===== config.mk =====
export PLATFORM = sky130hd
export DESIGN_NAME = led_arbiter_flat
export DESIGN_NICKNAME = d
export VERILOG_FILES = /design/src/rtl/led_arb_pkg.sv /design/src/rtl/led_arb_if.sv /design/src/rtl/led_tick_gen.sv /design/src/rtl/led_arbiter.sv /design/src/flat_wrapper.sv
export SDC_FILE = /design/constraint.sdc
export NUM_CORES = 1
export LEC_CHECK = 0
export CAP_MARGIN = 5
export CORE_MARGIN = 5
export CORE_UTILIZATION = 48
export DETAILED_ROUTE_END_ITERATION = 12
export PLACE_DENSITY_LB_ADDON = 0.15
export REMOVE_ABC_BUFFERS = 1
export SETUP_SLACK_MARGIN = 0.2
export SYNTH_ARGS = -nofsm -noshare
export SYNTH_HDL_FRONTEND = slang
export SYNTH_SLANG_ARGS = --single-unit

===== constraint.sdc =====
create_clock -name clk -period 2.5 [get_ports clk]
set_input_delay 0.25 -clock clk [delete_from_list [all_inputs] [get_ports clk]]
set_output_delay 0.25 -clock clk [all_outputs]
set_load 0.01 [all_outputs]

===== src/rtl/led_arb_pkg.sv =====
`default_nettype none
// +--------------------------------------------------------------------+
// | led_arb_pkg : shared types, sizes and round-robin helpers          |
// | Rev 1.0                                                            |
// +--------------------------------------------------------------------+
package led_arb_pkg;

    localparam int NREQ     = 3;
    localparam int LED_W    = 16;
    localparam int ST_STEPS = 33;

    typedef enum logic [1:0] {
        ST_IDLE     = 2'd0,
        ST_GRANT    = 2'd1,
        ST_SELFTEST = 2'd2
    } state_t;

    // Search begins one past the last winner; returns last when nothing is pending.
    function automatic logic [1:0] rr_pick(input logic [NREQ-1:0] req, input logic [1:0] last);
        logic       found;
        logic [1:0] idx;
        rr_pick = last;
        found   = 1'b0;
        for (int k = 1; k <= NREQ; k++) begin
            idx = 2'((32'(last) + 32'(k)) % 32'(NREQ));
            if (!found && req[idx]) begin
                rr_pick = idx;
                found   = 1'b1;
            end
        end
    endfunction

    function automatic logic [NREQ-1:0] onehot(input logic [1:0] idx);
        onehot = NREQ'(1) << idx;
    endfunction

endpackage
`default_nettype wire


===== src/rtl/led_arb_if.sv =====
`default_nettype none
// +--------------------------------------------------------------------+
// | led_arb_if : request/data/grant/LED bundle of the LED arbiter      |
// | Rev 1.0                                                            |
// +--------------------------------------------------------------------+
interface led_arb_if;
    import led_arb_pkg::*;

    logic [NREQ-1:0]  req;
    logic [LED_W-1:0] data0;
    logic [LED_W-1:0] data1;
    logic [LED_W-1:0] data2;
    logic [NREQ-1:0]  gnt;
    logic [LED_W-1:0] led;
    logic             tick;
    logic             busy;

    modport master (
        output req, data0, data1, data2,
        input  gnt, led, tick, busy
    );

    modport slave (
        input  req, data0, data1, data2,
        output gnt, led, tick, busy
    );

endinterface
`default_nettype wire


===== src/rtl/led_tick_gen.sv =====
`default_nettype none
// +--------------------------------------------------------------------+
// | led_tick_gen : free-running prescaler, one-cycle tick per period   |
// | Rev 1.0                                                            |
// +--------------------------------------------------------------------+
module led_tick_gen #(
    parameter int TICK_DIV = 50000000
) (
    input  wire logic clk,
    input  wire logic rst_n,
    output logic      tick
);

    localparam int            CW    = $clog2(TICK_DIV);
    localparam logic [CW-1:0] C_MAX = CW'(TICK_DIV - 1);

    logic [CW-1:0] r_cnt;

    always_ff @(posedge clk or negedge rst_n) begin
        if (!rst_n) begin
            r_cnt <= '0;
        end else if (r_cnt == C_MAX) begin
            r_cnt <= '0;
        end else begin
            r_cnt <= r_cnt + 1'b1;
        end
    end

    assign tick = (r_cnt == C_MAX);

endmodule
`default_nettype wire


===== src/rtl/led_arbiter.sv =====
`default_nettype none
// +--------------------------------------------------------------------+
// | led_arbiter : tick-paced round-robin arbiter driving a LED bank;   |
// | optional power-up LED sweep enabled by LED_ARB_SELFTEST_EN.        |
// | Rev 1.0                                                            |
// +--------------------------------------------------------------------+
module led_arbiter
    import led_arb_pkg::*;
#(
    parameter int TICK_DIV   = 50000000,
    parameter int HOLD_TICKS = 4
) (
    input  wire logic  clk,
    input  wire logic  rst_n,
    led_arb_if.slave   bus
);

`ifdef LED_ARB_SELFTEST_EN
    localparam state_t C_RST_STATE = ST_SELFTEST;
`else
    localparam state_t C_RST_STATE = ST_IDLE;
`endif

    logic             w_tick;
    state_t           r_state, w_state_nxt;
    logic [NREQ-1:0]  r_gnt, w_gnt_nxt;
    logic [3:0]       r_hold, w_hold_nxt;
    logic [1:0]       r_last, w_last_nxt;
    logic [LED_W-1:0] r_led, w_led_sel;
    logic [1:0]       w_win;
    logic             w_own, w_others, w_hold_done, w_take;
`ifdef LED_ARB_SELFTEST_EN
    logic [5:0]       r_step, w_step_nxt;
`endif

    led_tick_gen #(.TICK_DIV(TICK_DIV)) u_tick_gen (
        .clk   (clk),
        .rst_n (rst_n),
        .tick  (w_tick)
    );

    assign w_win       = rr_pick(bus.req, r_last);
    assign w_own       = |(bus.req & r_gnt);
    assign w_others    = |(bus.req & ~r_gnt);
    assign w_hold_done = (5'(r_hold) + 5'd1) >= 5'(HOLD_TICKS);

    always_comb begin
        w_state_nxt = r_state;
        w_gnt_nxt   = r_gnt;
        w_hold_nxt  = r_hold;
        w_last_nxt  = r_last;
        w_take      = 1'b0;
`ifdef LED_ARB_SELFTEST_EN
        w_step_nxt  = r_step;
`endif
        if (w_tick) begin
            case (r_state)
                ST_IDLE: begin
                    w_take = |bus.req;
                end
                ST_GRANT: begin
                    if (!w_own) begin
                        // Owner left: hand over on the same tick, or fall back to idle.
                        if (|bus.req) begin
                            w_take = 1'b1;
                        end else begin
                            w_state_nxt = ST_IDLE;
                            w_gnt_nxt   = '0;
                            w_hold_nxt  = '0;
                        end
                    end else if (w_hold_done && w_others) begin
                        w_take = 1'b1;
                    end else if (r_hold < 4'(HOLD_TICKS)) begin
                        w_hold_nxt = r_hold + 4'd1;
                    end
                end
`ifdef LED_ARB_SELFTEST_EN
                ST_SELFTEST: begin
                    w_gnt_nxt = '0;
                    if (r_step == 6'(ST_STEPS - 1)) begin
                        w_state_nxt = ST_IDLE;
                        w_step_nxt  = '0;
                    end else begin
                        w_step_nxt = r_step + 6'd1;
                    end
                end
`endif
                default: begin
                    w_state_nxt = ST_IDLE;
                    w_gnt_nxt   = '0;
                    w_hold_nxt  = '0;
                end
            endcase
            if (w_take) begin
                w_state_nxt = ST_GRANT;
                w_gnt_nxt   = onehot(w_win);
                w_last_nxt  = w_win;
                w_hold_nxt  = '0;
            end
        end
    end

    always_ff @(posedge clk or negedge rst_n) begin
        if (!rst_n) begin
            r_state <= C_RST_STATE;
            r_gnt   <= '0;
            r_hold  <= '0;
            r_last  <= 2'd2;
`ifdef LED_ARB_SELFTEST_EN
            r_step  <= '0;
`endif
        end else begin
            r_state <= w_state_nxt;
            r_gnt   <= w_gnt_nxt;
            r_hold  <= w_hold_nxt;
            r_last  <= w_last_nxt;
`ifdef LED_ARB_SELFTEST_EN
            r_step  <= w_step_nxt;
`endif
        end
    end

    always_comb begin
        w_led_sel = '0;
        case (r_gnt)
            3'b001:  w_led_sel = bus.data0;
            3'b010:  w_led_sel = bus.data1;
            3'b100:  w_led_sel = bus.data2;
            default: w_led_sel = '0;
        endcase
    end

    always_ff @(posedge clk or negedge rst_n) begin
        if (!rst_n) begin
            r_led <= '0;
        end else begin
`ifdef LED_ARB_SELFTEST_EN
            // Sweep fills from the MSB, drains toward the MSB, then blanks.
            if (r_state == ST_SELFTEST) begin
                if (w_tick) begin
                    if (r_step < 6'(LED_W)) begin
                        r_led <= {1'b1, r_led[LED_W-1:1]};
                    end else if (r_step < 6'(2 * LED_W)) begin
                        r_led <= {r_led[LED_W-2:0], 1'b0};
                    end else begin
                        r_led <= '0;
                    end
                end
            end else begin
                r_led <= w_led_sel;
            end
`else
            r_led <= w_led_sel;
`endif
        end
    end

    assign bus.gnt  = r_gnt;
    assign bus.led  = r_led;
    assign bus.tick = w_tick;
`ifdef LED_ARB_SELFTEST_EN
    assign bus.busy = (|r_gnt) || (r_state == ST_SELFTEST);
`else
    assign bus.busy = |r_gnt;
`endif

endmodule
`default_nettype wire


===== src/flat_wrapper.sv =====
// flat-port wrapper written by rule: the top's interface ports become plain ports
module led_arbiter_flat import led_arb_pkg::*;
#(
    parameter int TICK_DIV   = 50000000,
    parameter int HOLD_TICKS = 4
)
  (clk, rst_n, bus_req, bus_data0, bus_data1, bus_data2, bus_gnt, bus_led, bus_tick, bus_busy);
  led_arb_if bus_i ();
  input  wire logic clk;
  input  wire logic rst_n;
  input wire logic [$bits(bus_i.req)-1:0] bus_req;
  input wire logic [$bits(bus_i.data0)-1:0] bus_data0;
  input wire logic [$bits(bus_i.data1)-1:0] bus_data1;
  input wire logic [$bits(bus_i.data2)-1:0] bus_data2;
  output wire logic [$bits(bus_i.gnt)-1:0] bus_gnt;
  output wire logic [$bits(bus_i.led)-1:0] bus_led;
  output wire logic [$bits(bus_i.tick)-1:0] bus_tick;
  output wire logic [$bits(bus_i.busy)-1:0] bus_busy;
  assign bus_i.req = bus_req;
  assign bus_i.data0 = bus_data0;
  assign bus_i.data1 = bus_data1;
  assign bus_i.data2 = bus_data2;
  assign bus_gnt = bus_i.gnt;
  assign bus_led = bus_i.led;
  assign bus_tick = bus_i.tick;
  assign bus_busy = bus_i.busy;
  led_arbiter #(.TICK_DIV(TICK_DIV), .HOLD_TICKS(HOLD_TICKS)) u_core (.clk(clk), .rst_n(rst_n), .bus(bus_i));
endmodule

==> summary.md, run 1 <==
| Metric | Value |
|---|---|
| Ant diodes | 0 |
| Netlist cell types | 52 |
| CP arrival | 1.92 ns |
| Tmin final | 2.17 ns |
| Avg WL per Cell | 16.3 microns |
| CP Buf/Inv Count | 1 |
| Fill count | 469 |
| Row Count | 27 |
| Fin Clk Skew | 0.0141 ns |
| Worst-Margin Slew | 1.19 ns |
| GPL Wtd Cong | 0.869 |
| Residual DRC | 0 |
| Post-Syn Instances | 284 |
| Max Slew Vio Count | 0 |
| Clk buf depth | 2 |
| FF/Latch Area | 0.00130 sq mm |
| Initial Util | 49.8% |
| Tcrit/Tclk final | 86.7% |
| DRT Wirelength | 7060 microns |
| Hold slack | 0.426 ns |
| Remaining global-route overflow | 0 |
| Psw | 0.331 mW |
| Combinational power share | 8.3% |
| Yosys reg bits | 52 |
| CP cell instances | or4_1, nor4_1, dlygate4sd2_1 |
| Post-synth ARST share | 100% |
| Post-layout util | 66.8% |
| Outcome | finished clean |
| Vias post-DR | 2392 |
| Final setup vio count | 0 |
| GR Util All Layers | 19.8% |
| # Post-CTS Setup Buffers | 0 |
| Clk root buf | clkbuf_8 |
| Htree depth | 2 |
| Prevailing post-synth register cell | dfrtp_1 |
| Worst Path Required | 2.25 ns |
| Worst-path fanout max | 7 |
| Max Clk Rate | 461 MHz |
| Iter 0 DRT Violations | 111 |
| Largest net degree at the start of global routing | 23 |
| Mean Syn Cell Area | 9.71 sq um |
| Initial antenna violation count | 0 |
| Area of the multi-input gates | 0.00140 sq mm |
| Vias in the first global route | 2329 |
| HPWL after DPL | 5420 microns |
| Register area share after synthesis | 47.2% |
| Area growth syn-to-layout | 34.2% |
| Relative slew slack | 20.3% |
| TritonCTS Buffers | 5 |
| CTS sink cnt | 52 |
| Pwr dens | 392 mW/mm^2 |
| Seq pwr share | 57.9% |
| Nets | 418 |
| RSZ-0062 raised after global routing | false |
| Area of the mapped netlist | 0.00276 sq mm |
| Post-synth EDFFs | 0 |
| Die Ht | 85.8 microns |
| WS Path Type | register to output port |
| Worst vdd ir | 0.000204 V |
| Crit-path leading delay family | simple AND/OR/NAND/NOR gates |
| Clk_lat worst skew | 0.31 ns |
| Share of post-route cells with drive strength above 1 | 9.42% |
| Slowest cell on crit path | or4_1 |
| Max cap viols | 0 |
| Pwr Total | 1.45 mW |
| Total iterations of the first detailed-routing run | 4 |
| DP Worst Slack | 0.312 ns |
| Synth warn | 0 |
| CTS tree | built |
| Max incr delay on CP | 0.58 ns |
| Die area | 0.00736 sq mm |
| Leading cell types in the layout, fill and taps excluded | clkdlybuf4s50_1, dfrtp_1, nand2_1 |
| Io pins | 74 |
| Via density | 5.52 |
| Internal power | 1.12 mW |
| Leading cell type in the layout, fill and taps excluded | clkdlybuf4s50_1 |
| Critical Path End Type | output port |
| LEAKAGE | 1.62 nW |
| Final WS setup | 0.331 ns |
| Switching share of power | 22.8% |
| Min-delay worst type | input port to asynchronous set/reset pin |
| Critical path startpoint category | register |
| PortBufs | 73 |
| Fin Setup TNS | 0 ns |
| Die width | 85.8 microns |
| DRT antenna net count | 0 |
| Clk slew on worst S/H paths | 0.10 ns |
| Final Hold Fails | 0 |
| Clock power share | 33.8% |
| Core ar. | 0.00554 sq mm |
| First-pass GRT wire length | 11600 microns |
[power groups by stage]
| stage | Combinational [mW] | Sequential (mW) | Clock, mW |
|---|---|---|---|
| 2_1_floorplan | 0.0137 | 0.857 | 0 |
| 3_3_place_gp | 0.118 | 0.857 | 0 |
| 3_5_place_dp | 0.120 | 0.857 | 0 |
| 4_1_cts | 0.122 | 0.841 | 0.508 |
| 5_1_grt | 0.132 | 0.841 | 0.541 |
| 6_report | 0.121 | 0.840 | 0.491 |
[cell families (layout without fill, tap and decap cells)]
group | after synthesis | in the layout | synth area share (%)
AND/OR/NAND/NOR | 112 | 112 | 23.0
adder cells (fa/ha/maj) | 5 | 5 | 2.27
XOR/XNOR | 22 | 22 | 6.99
multiplexers | 4 | 4 | 1.50
buffers and inverters | 20 | 97 | 2.90
flip-flops | 52 | 52 | 47.2
AO/OA/AOI/OAI | 69 | 69 | 16.1
[per-layer routing]
layer	vias up	global-route usage [%]	routed length [microns]
met5	-	0	0
met3	10	5.19	379
met1	1157	25.8	3100
li1	1168	-	-
met4	0	6.04	128
met2	57	32.5	3450
[area by class of cell]
class / count / share of cell area, %
clock buffer: 5 / 1.86
clock inverter: 3 / 0.575
inverter: 7 / 0.710
multi-input combinational: 212 / 37.7
timing repair buffer: 82 / 21.5
sequential: 52 / 35.2
tap: 72 / 2.43
[cells in the mapped netlist, drive strengths merged (4+ instances only)]
cell	number	area share (%)
nand4	9	3.0
clkbuf	11	1.5
nand3	10	1.8
a21oi	5	0.91
nor3	8	1.8
and3	7	1.6
ha	5	2.3
inv	7	0.95
o21ai	29	5.3
nand2	27	3.7
xor2	13	4.1
dfrtp	51	46
nor4	5	1.4
nor2b	7	1.6
a22oi	18	4.9
nor2	20	2.8
and2	4	0.91
xnor2	9	2.9
[per-stage QoR]
step           std cells  cell area, sq um
3_5_place_dp         424              3580
2_1_floorplan        271              2700
4_1_cts              433              3690
3_3_place_gp         424              3580
5_1_grt              433              3700
6_report             433              3700
[flip-flops by register name, indices dropped and copies added (netlist names)]
signal                   flops
u_core.bus.led              16
u_core.r_state               1
u_core.r_hold                4
u_core.u_tick_gen.r_cnt     26
u_core.r_last                2
u_core.bus.gnt               3
[path summary, 6_finish.rpt]
kind / end / slack [ns] / cells past startpoint / startpoint
max: bus_tick / 0.33 / 3 / u_core.u_tick_gen.r_cnt[18]$_DFF_PN0_
min: u_core.u_tick_gen.r_cnt[4]$_DFF_PN0_ / 0.43 / 2 / rst_n
max reg2reg: u_core.r_last[1]$_DFFE_PN1P_ / 0.36 / 7 / u_core.r_last[1]$_DFFE_PN1P_
min reg2reg: u_core.u_tick_gen.r_cnt[6]$_DFF_PN0_ / 0.50 / 1 / u_core.u_tick_gen.r_cnt[6]$_DFF_PN0_
max in group asynchronous: u_core.r_last[1]$_DFFE_PN1P_ / 1.38 / 3 / rst_n
min in group clk: u_core.bus.led[7]$_DFF_PN0_ / 0.47 / 3 / bus_data2[7]
[timing repair]
item / 4_1_cts / 5_1_grt
setup endpoints to repair: 1 / 4
hold endpoints to repair: 20 / 0
gates resized for setup: 2 / 6
hold buffers: 1 / 0
[worst register-to-register path, delay by kind of cell, from the launching register on]
family | cells | cell delay [ns]
buf+inv | 1 | 0.05
fa+ha+maj | 1 | 0.27
compound gates | 4 | 0.72
simple gates | 1 | 0.49
flops | 1 | 0.56
Power figures use the tool's default switching activity.
==> run 2: changes to the inputs <==
--- a/config.mk
+++ b/config.mk
@@ -15,3 +15,4 @@
 export SYNTH_ARGS = -nofsm -noshare
 export SYNTH_HDL_FRONTEND = slang
 export SYNTH_SLANG_ARGS = --single-unit
+export TNS_END_PERCENT = 5
==> summary.md, run 2 (synthesis results as in run 1) <==
| Metric | Value |
|---|---|
| Worst vdd ir | 0.000205 V |
| Tcrit/Tclk final | 87.5% |
| Final instance area | 0.00369 sq mm |
| Post-layout util | 66.7% |
| Final setup vio count | 0 |
| Total iterations of the first detailed-routing run | 4 |
| CP arrival | 1.94 ns |
| Nets | 418 |
| Setup slack, reg-to-reg | 0.34 ns |
| Vias post-DR | 2372 |
| Die area | 0.00736 sq mm |
| Worst R2R Start | u_core.r_last[1]$_DFFE_PN1P_ |
| Min-delay worst type | input port to asynchronous set/reset pin |
| # Post-CTS Setup Buffers | 0 |
| GR Util All Layers | 19.8% |
| GPL Wtd Cong | 0.869 |
| Tmin final | 2.19 ns |
| Clk_lat worst skew | 0.31 ns |
| Max cap viols | 0 |
| Worst-path fanout max | 7 |
| Die width | 85.8 microns |
| Ant diodes | 0 |
| Leading cell types in the layout, fill and taps excluded | clkdlybuf4s50_1, dfrtp_1, nand2_1 |
| Critical Path Sink | bus_tick |
| DRT antenna net count | 0 |
| TritonCTS Buffers | 5 |
| Critical path startpoint category | register |
| Initial antenna violation count | 0 |
| Worst Path Required | 2.25 ns |
| Fin Clk Skew | 0.0104 ns |
| Final WS setup | 0.313 ns |
| Max reg flops | 26 |
| Avg WL per Cell | 16.3 microns |
| Clk slew on worst S/H paths | 0.10 ns |
| Cell Area, Placed | 0.00358 sq mm |
| Clk buf depth | 2 |
| Relative slew slack | 20.6% |
| LEAKAGE | 1.62 nW |
| Pwr dens | 392 mW/mm^2 |
| CTS tree | built |
| DP Worst Slack | 0.312 ns |
| DRT Wirelength | 7050 microns |
| Residual DRC | 0 |
| Final non-filler cell total | 433 |
| Via density | 5.48 |
| Setup crit start | u_core.u_tick_gen.r_cnt[18]$_DFF_PN0_ |
| Max Clk Rate | 457 MHz |
| Fin Setup TNS | 0 ns |
| Htree depth | 2 |
| Die Ht | 85.8 microns |
| Remaining global-route overflow | 0 |
| Pwr Total | 1.45 mW |
| Clk root buf | clkbuf_8 |
| Placed Instances | 424 |
| PortBufs | 73 |
| R2r worst-path depth | 6 |
| CTS sink cnt | 52 |
| R2r endpoint | u_core.r_last[1]$_DFFE_PN1P_ |
| First-pass GRT wire length | 11600 microns |
| Max Slew Vio Count | 0 |
| Hold slack | 0.433 ns |
| Reg with most FFs | u_core.u_tick_gen.r_cnt |
| HPWL after DPL | 5420 microns |
| Share of post-route cells with drive strength above 1 | 9.14% |
| Outcome | finished clean |
| Vias in the first global route | 2329 |
| Final Hold Fails | 0 |
| Initial Util | 49.8% |
| Leading cell type in the layout, fill and taps excluded | clkdlybuf4s50_1 |
| Area growth syn-to-layout | 33.9% |
| Critical Path End Type | output port |
| WS Path Type | register to output port |
| Iter 0 DRT Violations | 114 |
| Worst-Margin Slew | 1.19 ns |
| Io pins | 74 |
| Core ar. | 0.00554 sq mm |
| Largest net degree at the start of global routing | 23 |
| RSZ-0062 raised after global routing | true |
| Row Count | 27 |
-- run 2: layer usage --
metal | share of wire (%) | routed length [microns] | vias to the layer above | global-route usage, %
li1 | - | - | 1169 | -
met1 | 44 | 3110 | 1138 | 25.8
met2 | 49 | 3450 | 55 | 32.5
met3 | 5.2 | 366 | 10 | 5.19
met4 | 1.8 | 128 | 0 | 6.04
met5 | 0 | 0 | - | 0
-- run 2: what timing repair did --
action,4_1_cts,5_1_grt
endpoints found under the setup margin,1,4
hold buffers,1,0
resized for setup,2,3
endpoints found under the hold margin,20,0
gates cloned,0,0
-- run 2: worst min-delay path by stage --
| stage | start | endpoint | cells past startpoint |
|---|---|---|---|
| 2_1_floorplan | rst_n | u_core.bus.gnt[0]$_DFFE_PN0P_ | 0 |
| 3_3_place_gp | rst_n | u_core.u_tick_gen.r_cnt[4]$_DFF_PN0_ | 1 |
| 3_5_place_dp | rst_n | u_core.u_tick_gen.r_cnt[4]$_DFF_PN0_ | 1 |
| 4_1_cts | rst_n | u_core.u_tick_gen.r_cnt[4]$_DFF_PN0_ | 2 |
| 5_1_grt | rst_n | u_core.u_tick_gen.r_cnt[4]$_DFF_PN0_ | 2 |
| 6_report | rst_n | u_core.u_tick_gen.r_cnt[4]$_DFF_PN0_ | 2 |
-- run 2: power breakdown --
part           leakage (nW)  switching, mW  internal [mW]
sequential            0.693              0          0.840
clock                0.0445          0.288          0.199
combinational         0.880         0.0394         0.0810
total                  1.62          0.328           1.12
-- run 2: final cells by class --
type	instances	area (sq um)
clock buffer	5	68.8
fill	468	1850
tap	72	90.1
inverter	7	26.3
multi-input combinational	212	1390
sequential	52	1300
timing repair buffer	82	795
clock inverter	3	21.3
-- run 2: critical path, cell delays in order (launching register included) --
cell           delay [ns]
dfrtp_1              0.47
or4_1                0.59
nor4_1               0.27
dlygate4sd2_1        0.30
==> run 3: changes to the inputs <==
--- a/config.mk
+++ b/config.mk
@@ -8,10 +8,11 @@
 export CAP_MARGIN = 5
 export CORE_MARGIN = 5
 export CORE_UTILIZATION = 48
+export CTS_CLUSTER_DIAMETER = 50
 export DETAILED_ROUTE_END_ITERATION = 12
 export PLACE_DENSITY_LB_ADDON = 0.15
 export REMOVE_ABC_BUFFERS = 1
-export SETUP_SLACK_MARGIN = 0.2
+export SETUP_SLACK_MARGIN = 0.02
 export SYNTH_ARGS = -nofsm -noshare
 export SYNTH_HDL_FRONTEND = slang
 export SYNTH_SLANG_ARGS = --single-unit
==> summary.md, run 3 (synthesis results as in run 1) <==
| Metric | Value |
|---|---|
| Min-delay worst type | input port to asynchronous set/reset pin |
| Vias post-DR | 2376 |
| HPWL after DPL | 5420 microns |
| Worst Path Required | 2.75 ns |
| Worst-path fanout max | 8 |
| Largest net degree at the start of global routing | 23 |
| Area growth syn-to-layout | 33.8% |
| Nets | 418 |
| R2r worst-path depth | 7 |
| Via density | 5.49 |
| Io pins | 74 |
| Max Slew Vio Count | 0 |
| Iter 0 DRT Violations | 87 |
| Relative slew slack | 20.6% |
| CTS sink cnt | 52 |
| GR Util All Layers | 19.8% |
| Htree depth | 2 |
| Max cap viols | 0 |
| Final Hold Fails | 0 |
| Final setup vio count | 0 |
| Max reg flops | 26 |
| First-pass GRT wire length | 11600 microns |
| Residual DRC | 0 |
| DRT antenna net count | 0 |
| Vias in the first global route | 2329 |
| WS Path Type | register to register |
| Fin Clk Skew | 0.0104 ns |
| Clk_lat worst skew | 0.31 ns |
| Fin Setup TNS | 0 ns |
| Avg WL per Cell | 16.2 microns |
| Tcrit/Tclk final | 88.1% |
| Share of post-route cells with drive strength above 1 | 8.59% |
| Die area | 0.00736 sq mm |
| Worst vdd ir | 0.000204 V |
| Ant diodes | 0 |
| Reg with most FFs | u_core.u_tick_gen.r_cnt |
| GPL Wtd Cong | 0.869 |
| Clk slew on worst S/H paths | 0.10 ns |
| Setup slack, reg-to-reg | 0.30 ns |
| Remaining global-route overflow | 0 |
| Core ar. | 0.00554 sq mm |
| Die width | 85.8 microns |
| Critical Path End Type | register |
| Pwr dens | 393 mW/mm^2 |
| Outcome | finished clean |
| Initial Util | 49.8% |
| DRT Wirelength | 7020 microns |
| Worst R2R Start | u_core.r_last[1]$_DFFE_PN1P_ |
| Total iterations of the first detailed-routing run | 4 |
| Clk buf depth | 2 |
| Die Ht | 85.8 microns |
| Clk root buf | clkbuf_8 |
| CTS tree | built |
| Row Count | 27 |
| Leading cell type in the layout, fill and taps excluded | clkdlybuf4s50_1 |
| Max Clk Rate | 454 MHz |
| TritonCTS Buffers | 5 |
| Setup crit start | u_core.r_last[1]$_DFFE_PN1P_ |
| RSZ-0062 raised after global routing | false |
| Initial antenna violation count | 0 |
| Worst-Margin Slew | 1.19 ns |
| R2r endpoint | u_core.r_last[1]$_DFFE_PN1P_ |
| Leading cell types in the layout, fill and taps excluded | clkdlybuf4s50_1, dfrtp_1, nand2_1 |
| Pwr Total | 1.45 mW |
| Critical path startpoint category | register |
| Tmin final | 2.20 ns |
| PortBufs | 73 |
| # Post-CTS Setup Buffers | 0 |
| CP arrival | 2.45 ns |
| LEAKAGE | 1.62 nW |
run 3: cell counts in the layout (fill, tap and decap cells not counted):
No cell type changed its count.
run 3: worst max path at each step:
stage                                            endpoint  slack, ns
global route                 u_core.r_last[1]$_DFFE_PN1P_       0.14
detailed placement  u_core.u_tick_gen.r_cnt[15]$_DFF_PN0_       0.31
global placement    u_core.u_tick_gen.r_cnt[15]$_DFF_PN0_       0.34
CTS                 u_core.u_tick_gen.r_cnt[15]$_DFF_PN0_       0.29
floorplan                    u_core.r_last[1]$_DFFE_PN1P_       0.36
finish                       u_core.r_last[1]$_DFFE_PN1P_       0.30
run 3: critical path, stage by stage, from the launching register on:
cell      delay, ns
dfstp_2        0.56
inv_1          0.05
ha_1           0.26
a21boi_0       0.25
o21ai_1        0.15
and3_1         0.18
or4b_1         0.51
a21bo_1        0.20
run 3: cell type report:
class	instances	area, sq um
clock buffer	5	68.8
clock inverter	3	21.3
inverter	7	26.3
tap	72	90.1
sequential	52	1300
multi-input combinational	212	1390
timing repair buffer	82	795
fill	468	1850
run 3: what timing repair did:
action	4_1_cts	5_1_grt
endpoints found under the hold margin	20	0
endpoints found under the setup margin	1	0
resized for setup	2	0
hold buffers	1	0
run 3: stage by stage:
step	hold WS, ns	util [%]	worst slack (ns)	area (sq um)	std cells
after detailed placement	0.252	64.7	0.312	3580	424
after floorplan	-0.0456	-	0.360	2700	271
after global placement	0.244	64.7	0.340	3580	424
after global routing	0.455	66.6	0.137	3690	433
after CTS	0.447	66.6	0.286	3690	433
final	0.432	66.6	0.297	3690	433
run 3: power by group:
| group | internal [mW] | switching, mW | total (mW) |
|---|---|---|---|
| Clock | 0.199 | 0.288 | 0.488 |
| Combinational | 0.0807 | 0.0392 | 0.120 |
| Sequential | 0.840 | 0 | 0.840 |
run 3: routing by layer:
layer / track usage [%] / vias to the layer above / part of all wire (%)
met2: 32.5 / 75 / 49
met4: 6.04 / 0 / 1.8
met1: 25.8 / 1123 / 43
met3: 5.19 / 10 / 6.5
met5: 0 / - / 0
li1: - / 1168 / -
